--- config.mk ---
export PLATFORM = sky130hd
export DESIGN_NAME = bell_strike_sched_flat
export DESIGN_NICKNAME = d
export VERILOG_FILES = /design/src/rtl/bell_strike_sched_if.sv /design/src/rtl/bell_strike_sched.sv /design/src/flat_wrapper.sv
export SDC_FILE = /design/constraint.sdc
export NUM_CORES = 1
export LEC_CHECK = 0
export ABC_AREA = 0
export BUFFER_PORTS_ARGS = -buffer_cell sky130_fd_sc_hd__buf_2
export CAP_MARGIN = 15
export CORE_ASPECT_RATIO = 1.25
export CORE_MARGIN = 5
export CORE_UTILIZATION = 45
export DETAILED_ROUTE_END_ITERATION = 12
export HOLD_SLACK_MARGIN = 0.06
export SYNTH_ARGS = -nofsm -noshare
export SYNTH_HDL_FRONTEND = slang
export SYNTH_SLANG_ARGS = --single-unit
--- constraint.sdc ---
create_clock -name clk -period 8.05 [get_ports clk]
set_input_delay 0.4025 -clock clk [delete_from_list [all_inputs] [get_ports clk]]
set_output_delay 0.4025 -clock clk [all_outputs]
set_load 0.005 [all_outputs]
--- src/rtl/bell_strike_sched_if.sv ---
// Button-pulse and bell-drive bundle between the edge detectors, the strike
// scheduler and the bell output driver.
interface bell_strike_sched_if;
  logic       cnt_up;
  logic       cnt_dn;
  logic       tmp_up;
  logic       tmp_dn;
  logic       start;
  logic       stop;
  logic       ring;
  logic       busy;
  logic       done;
  logic [3:0] count;
  logic [4:0] tempo;

  modport master (
    output cnt_up, cnt_dn, tmp_up, tmp_dn, start, stop,
    input  ring, busy, done, count, tempo
  );

  modport slave (
    input  cnt_up, cnt_dn, tmp_up, tmp_dn, start, stop,
    output ring, busy, done, count, tempo
  );
endinterface

--- src/rtl/bell_strike_sched.sv ---
// Bell strike scheduler: plays `count` strikes at the selected tempo from one period down-counter.
// Optional BELL_REPEAT_EN: bursts loop with a REPEAT_GAP-period pause until stop or reset.
module bell_strike_sched #(
  parameter int CLK_HZ     = 10_000_000,
  parameter int REPEAT_GAP = 2
) (
  input logic               clk,
  input logic               _rst,
  bell_strike_sched_if.slave bus
);
  // state | meaning
  // IDLE  | waiting for start; count/tempo adjustable
  // HIGH  | ring high for H = P/2 cycles
  // LOW   | ring low for P-H cycles, then next strike or burst end
  // PAUSE | repeat build only: REPEAT_GAP*P idle cycles before the next burst
`ifdef BELL_REPEAT_EN
  typedef enum logic [1:0] {IDLE, HIGH, LOW, PAUSE} state_t;
`else
  typedef enum logic [1:0] {IDLE, HIGH, LOW} state_t;
`endif

  logic [31:0] period_tbl [20];
  for (genvar g = 0; g < 20; g++) begin : g_tbl
    assign period_tbl[g] = 32'((64'd2 * 64'(CLK_HZ)) / 64'(g + 1));
  end

  state_t      state;
  logic [31:0] period;
  logic [31:0] tmr;
  logic [31:0] half;
  logic [31:0] p_sel;
  logic [3:0]  remaining;
  logic [3:0]  count_q;
  logic [4:0]  tempo_q;
  logic        ring_q;
  logic        busy_q;
  logic        done_q;

  assign p_sel = period_tbl[tempo_q];
  assign half  = period >> 1;

`ifdef BELL_REPEAT_EN
  logic [3:0]  burst_len;
  logic [31:0] gap_len;
  assign gap_len = period * 32'(REPEAT_GAP);
`else
  // REPEAT_GAP only matters in the repeat build.
  logic unused_gap;
  assign unused_gap = ^REPEAT_GAP;
`endif

  always_ff @(posedge clk or negedge _rst) begin
    if (!_rst) begin
      count_q <= 4'd1;
      tempo_q <= 5'd1;
    end else if (state == IDLE) begin
      if (bus.cnt_up && !bus.cnt_dn && count_q != 4'd9)
        count_q <= count_q + 4'd1;
      else if (bus.cnt_dn && !bus.cnt_up && count_q != 4'd1)
        count_q <= count_q - 4'd1;
      if (bus.tmp_up && !bus.tmp_dn && tempo_q != 5'd19)
        tempo_q <= tempo_q + 5'd1;
      else if (bus.tmp_dn && !bus.tmp_up && tempo_q != 5'd0)
        tempo_q <= tempo_q - 5'd1;
    end
  end

  always_ff @(posedge clk or negedge _rst) begin
    if (!_rst) begin
      state     <= IDLE;
      period    <= '0;
      tmr       <= '0;
      remaining <= '0;
      ring_q    <= 1'b0;
      busy_q    <= 1'b0;
      done_q    <= 1'b0;
`ifdef BELL_REPEAT_EN
      burst_len <= '0;
`endif
    end else begin
      done_q <= 1'b0;
      // stop outranks any phase completion landing in the same cycle
      if (state != IDLE && bus.stop) begin
        state  <= IDLE;
        ring_q <= 1'b0;
        busy_q <= 1'b0;
      end else begin
        case (state)
          IDLE: begin
            if (bus.start && !bus.stop) begin
              state     <= HIGH;
              period    <= p_sel;
              tmr       <= (p_sel >> 1) - 32'd1;
              remaining <= count_q;
              ring_q    <= 1'b1;
              busy_q    <= 1'b1;
`ifdef BELL_REPEAT_EN
              burst_len <= count_q;
`endif
            end
          end
          HIGH: begin
            if (tmr == 32'd0) begin
              state  <= LOW;
              ring_q <= 1'b0;
              tmr    <= period - half - 32'd1;
            end else begin
              tmr <= tmr - 32'd1;
            end
          end
          LOW: begin
            if (tmr == 32'd0) begin
              remaining <= remaining - 4'd1;
              if (remaining == 4'd1) begin
                done_q <= 1'b1;
`ifdef BELL_REPEAT_EN
                state  <= PAUSE;
                tmr    <= gap_len - 32'd1;
`else
                state  <= IDLE;
                busy_q <= 1'b0;
`endif
              end else begin
                state  <= HIGH;
                ring_q <= 1'b1;
                tmr    <= half - 32'd1;
              end
            end else begin
              tmr <= tmr - 32'd1;
            end
          end
`ifdef BELL_REPEAT_EN
          PAUSE: begin
            if (tmr == 32'd0) begin
              state     <= HIGH;
              ring_q    <= 1'b1;
              tmr       <= half - 32'd1;
              remaining <= burst_len;
            end else begin
              tmr <= tmr - 32'd1;
            end
          end
`endif
          default: state <= IDLE;
        endcase
      end
    end
  end

  assign bus.ring  = ring_q;
  assign bus.busy  = busy_q;
  assign bus.done  = done_q;
  assign bus.count = count_q;
  assign bus.tempo = tempo_q;
endmodule
--- src/flat_wrapper.sv ---
// flat-port wrapper written by rule: the top's interface ports become plain ports
module bell_strike_sched_flat 
#(
  parameter int CLK_HZ     = 10_000_000,
  parameter int REPEAT_GAP = 2
)
  (clk, _rst, bus_cnt_up, bus_cnt_dn, bus_tmp_up, bus_tmp_dn, bus_start, bus_stop, bus_ring, bus_busy, bus_done, bus_count, bus_tempo);
  bell_strike_sched_if bus_i ();
  input logic clk;
  input logic _rst;
  input wire logic [$bits(bus_i.cnt_up)-1:0] bus_cnt_up;
  input wire logic [$bits(bus_i.cnt_dn)-1:0] bus_cnt_dn;
  input wire logic [$bits(bus_i.tmp_up)-1:0] bus_tmp_up;
  input wire logic [$bits(bus_i.tmp_dn)-1:0] bus_tmp_dn;
  input wire logic [$bits(bus_i.start)-1:0] bus_start;
  input wire logic [$bits(bus_i.stop)-1:0] bus_stop;
  output wire logic [$bits(bus_i.ring)-1:0] bus_ring;
  output wire logic [$bits(bus_i.busy)-1:0] bus_busy;
  output wire logic [$bits(bus_i.done)-1:0] bus_done;
  output wire logic [$bits(bus_i.count)-1:0] bus_count;
  output wire logic [$bits(bus_i.tempo)-1:0] bus_tempo;
  assign bus_i.cnt_up = bus_cnt_up;
  assign bus_i.cnt_dn = bus_cnt_dn;
  assign bus_i.tmp_up = bus_tmp_up;
  assign bus_i.tmp_dn = bus_tmp_dn;
  assign bus_i.start = bus_start;
  assign bus_i.stop = bus_stop;
  assign bus_ring = bus_i.ring;
  assign bus_busy = bus_i.busy;
  assign bus_done = bus_i.done;
  assign bus_count = bus_i.count;
  assign bus_tempo = bus_i.tempo;
  bell_strike_sched #(.CLK_HZ(CLK_HZ), .REPEAT_GAP(REPEAT_GAP)) u_core (.clk(clk), ._rst(_rst), .bus(bus_i));
endmodule
==> results.json <==
{
  "numCtsBuffers": 9,
  "p_leak_nw": 3.52,
  "clockRootBuffer": "clkbuf_16",
  "synth-seq-area-share": 0.236,
  "syn_area_um2": 7970,
  "clock-sinks": 75,
  "drt-met1-wl_um": 10100,
  "cp_num_cells": 13,
  "regToRegEndpoint": "u_core.tmr[14]",
  "multi_input_area_um2": 5600,
  "required_ns": 8.35,
  "drc": 0,
  "wl_per_cell_um": 19.6,
  "area_growth_pct": 6.66,
  "slew_viol_final": 0,
  "grt_pass1_wl_um": 38400,
  "place_congestion": 0.980,
  "final_cells": 1235,
  "crit_path_max_incr_delay_ns": 0.76,
  "synth_edf_count": 0,
  "die_area_um2": 20500,
  "cp_top_family": "simple AND/OR/NAND/NOR gates",
  "fin_crit_ns": 4.29,
  "cts_tree": "built",
  "route.vias.total": 7412,
  "syn_inst": 1018,
  "hold_path_class": "in2async",
  "rsz0062_at_grt": "no",
  "wl_met3_um": 971,
  "grt_usage": 0.235,
  "grt_pass1_vias": 7297,
  "rr_worst_depth": 13,
  "cpMaxStageDelayCell": "dfrtp_1",
  "critPathCapture": "u_core.tmr[14]",
  "firstDrtPassIters": 5,
  "fin_crit_sh": 0.533,
  "design_area_um2": 8500,
  "wl_met2_um": 12200,
  "max_freq_mhz": 233,
  "drt-vias-per-instance": 6.00,
  "worstSetupStartpoint": "u_core.bus.tempo[1]",
  "critPathBufInv": 1,
  "start_util": 0.457,
  "seq_area_um2": 1880,
  "crit_path_max_fanout": 20,
  "drive_gt1_frac": 0.0791,
  "rows": 54,
  "ant_nets": 0,
  "setup_viol_count_final": 0,
  "drt_iter0_drc": 695,
  "path_cells": "inv_1 > ha_1 > or2_2 > a31oi_1 > a21oi_1 > ha_1 > o31ai_1 > nor4b_1 > o21ai_0 > nor2_1 > nand3_1 > a21oi_1 > a211o_1",
  "synthArstFlopShare": 1.00,
  "clock_path_buffers": 2,
  "r2r_slack_ns": 3.76,
  "ys_ff_latch": 75,
  "fp.dieH_um": 159,
  "synth_commonest_cells": "100 x o21ai_0, 95 x nand2_1, 82 x nor2_1",
  "clock_skew_ns": 0.00863,
  "wirelength_um": 24200,
  "portBuffers": 19,
  "worst_ir_drop_vdd_mv": 0.292,
  "syn-num-nets": 1105,
  "p_per_area_nw_per_um2": 500,
  "cts_hold_buf": 0,
  "ys_top_cells_by_area": "dfrtp_1 23%, ha_1 12%, xnor2_1 6.4%, o21ai_0 6.3%, nand2_1 4.5%",
  "placed_area_um2": 8180,
  "highest_layer": "met4",
  "synth_top_flop_cell": "dfrtp_1",
  "worst_setup_path_start_kind": "flip-flop",
  "status": "finished clean",
  "yosysTopAreaCell": "dfrtp_1",
  "crit-reg2reg-launch": "u_core.bus.tempo[1]",
  "max_cap_viol_count": 0,
  "grt_remaining_overflow": 0,
  "clk_pin_slew_ns": 0.06,
  "final_nets": 1093,
  "max_slew_margin": 0.214,
  "nFillCells": 1757,
  "diodes": 0,
  "crit_path_end_kind": "flip-flop",
  "post_cts_resized": 0,
  "cts_setup_buffers": 0,
  "critical_path_class": "reg2reg",
  "dp_cells": 1219,
  "antenna_found_initial": 0,
  "synth.most_common_cell": "o21ai_0",
  "hold_violations": 0,
  "insertion_delay_ns": 0.35,
  "synth.distinct_cells": 85,
  "core_area_um2": 17400,
  "die_w_um": 129,
  "worst_slew_pin_slew_ns": 1.15,
  "arrival_ns": 4.59,
  "fin_setup_tns_ns": 0,
  "yosys_warnings": 0,
  "synth.avg_cell_area_um2": 7.83,
  "synth_top_area_frac": 0.229,
  "io-pin-count": 20,
  "grt_max_degree": 76,
  "htreeDepth": 3,
  "hpwl_um": 18300
}
## cell families (layout without fill, tap and decap cells)
logic type	count (synthesis)	after routing	synth area share
AO/OA/AOI/OAI	338	338	0.279
flip-flops	75	75	0.236
AND/OR/NAND/NOR	314	314	0.196
buffers and inverters	122	115	0.0617
adder cells (fa/ha/maj)	79	79	0.126
XOR/XNOR	76	76	0.0835
multiplexers	14	14	0.0187
## worst min-delay path by stage
stage / start / to / slack (ns) / cells past startpoint
after CTS: _rst / u_core.bus.count[2] / 0.28 / 1
after floorplan: _rst / u_core.bus.busy / 0.11 / 0
after global routing: _rst / u_core.bus.count[2] / 0.32 / 1
after global placement: u_core.bus.ring / u_core.bus.ring / 0.49 / 2
after detailed placement: u_core.period[13] / u_core.period[13] / 0.50 / 2
final: _rst / u_core.bus.count[2] / 0.20 / 1
## through the flow
stage / total power [W] / util / setup slack, ns / hold slack, ns
floorplan: 0.00296 / - / 4.57 / 0.107
global placement: 0.00376 / 0.469 / 3.99 / 0.492
detailed placement: 0.00376 / 0.469 / 3.86 / 0.503
CTS: 0.00423 / 0.488 / 3.81 / 0.282
global route: 0.00462 / 0.488 / 3.38 / 0.317
finish: 0.00425 / 0.488 / 3.76 / 0.202
## layout by cell type, fill, tap and decap left out, drive strengths merged, types with 5 or more instances in the layout
master and instances:
buf 26, a31oi 12, or2 7, a311oi 8, o21ai 113, o21bai 8
clkbuf 9, a22oi 7, inv 72, nor3 23, and2 5, dfrtp 73
and3 10, o221ai 6, xnor2 58, a221oi 12, mux2 7, xor2 18
nand3 21, a211o 6, o22ai 7, nor2 82, a21oi 64, a211oi 16
nand2 97, o21a 6, nand2b 14, o31ai 17, ha 77, nand4 10
o211ai 16, mux2i 7, nor4 13, nor2b 17
## flip-flops by register name, indices dropped and copies added, names as in the netlist
register,cells
u_core.tmr,32
u_core.period,25
u_core.bus.tempo,5
u_core.bus.count,4
u_core.remaining,4
u_core.state,2
u_core.bus.busy,1
u_core.bus.done,1
u_core.bus.ring,1
## where the power goes
| part | internal (W) | switching, W |
|---|---|---|
| sequential | 0.000543 | 0.000226 |
| combinational | 0.00116 | 0.00187 |
| clock | 0.000270 | 0.000179 |
## metal layers
| metal | GRT usage | vias up |
|---|---|---|
| li1 | - | 3646 |
| met1 | 0.288 | 3496 |
| met2 | 0.412 | 209 |
| met3 | 0.0239 | 61 |
| met4 | 0.104 | 0 |
| met5 | 0 | - |
## worst register-to-register path, cell delays in order, from the launching register on
cell and delay [ns]:
dfrtp_1 0.76, inv_1 0.27, ha_1 0.60, or2_2 0.21, a31oi_1 0.11, a21oi_1 0.39
ha_1 0.26, o31ai_1 0.10, nor4b_1 0.50, o21ai_0 0.20, nor2_1 0.36, nand3_1 0.12
a21oi_1 0.20, a211o_1 0.12
## cell type report
| type | count | share of cell area |
|---|---|---|
| multi-input cells | 821 | 0.659 |
| flip-flops and latches | 75 | 0.221 |
| clock inverters | 7 | 0.0109 |
| inverters | 73 | 0.0322 |
| well taps | 224 | 0.0330 |
| clock buffers | 9 | 0.0265 |
| repair buffers | 26 | 0.0177 |
No activity file was read; power rests on OpenSTA's default activity.
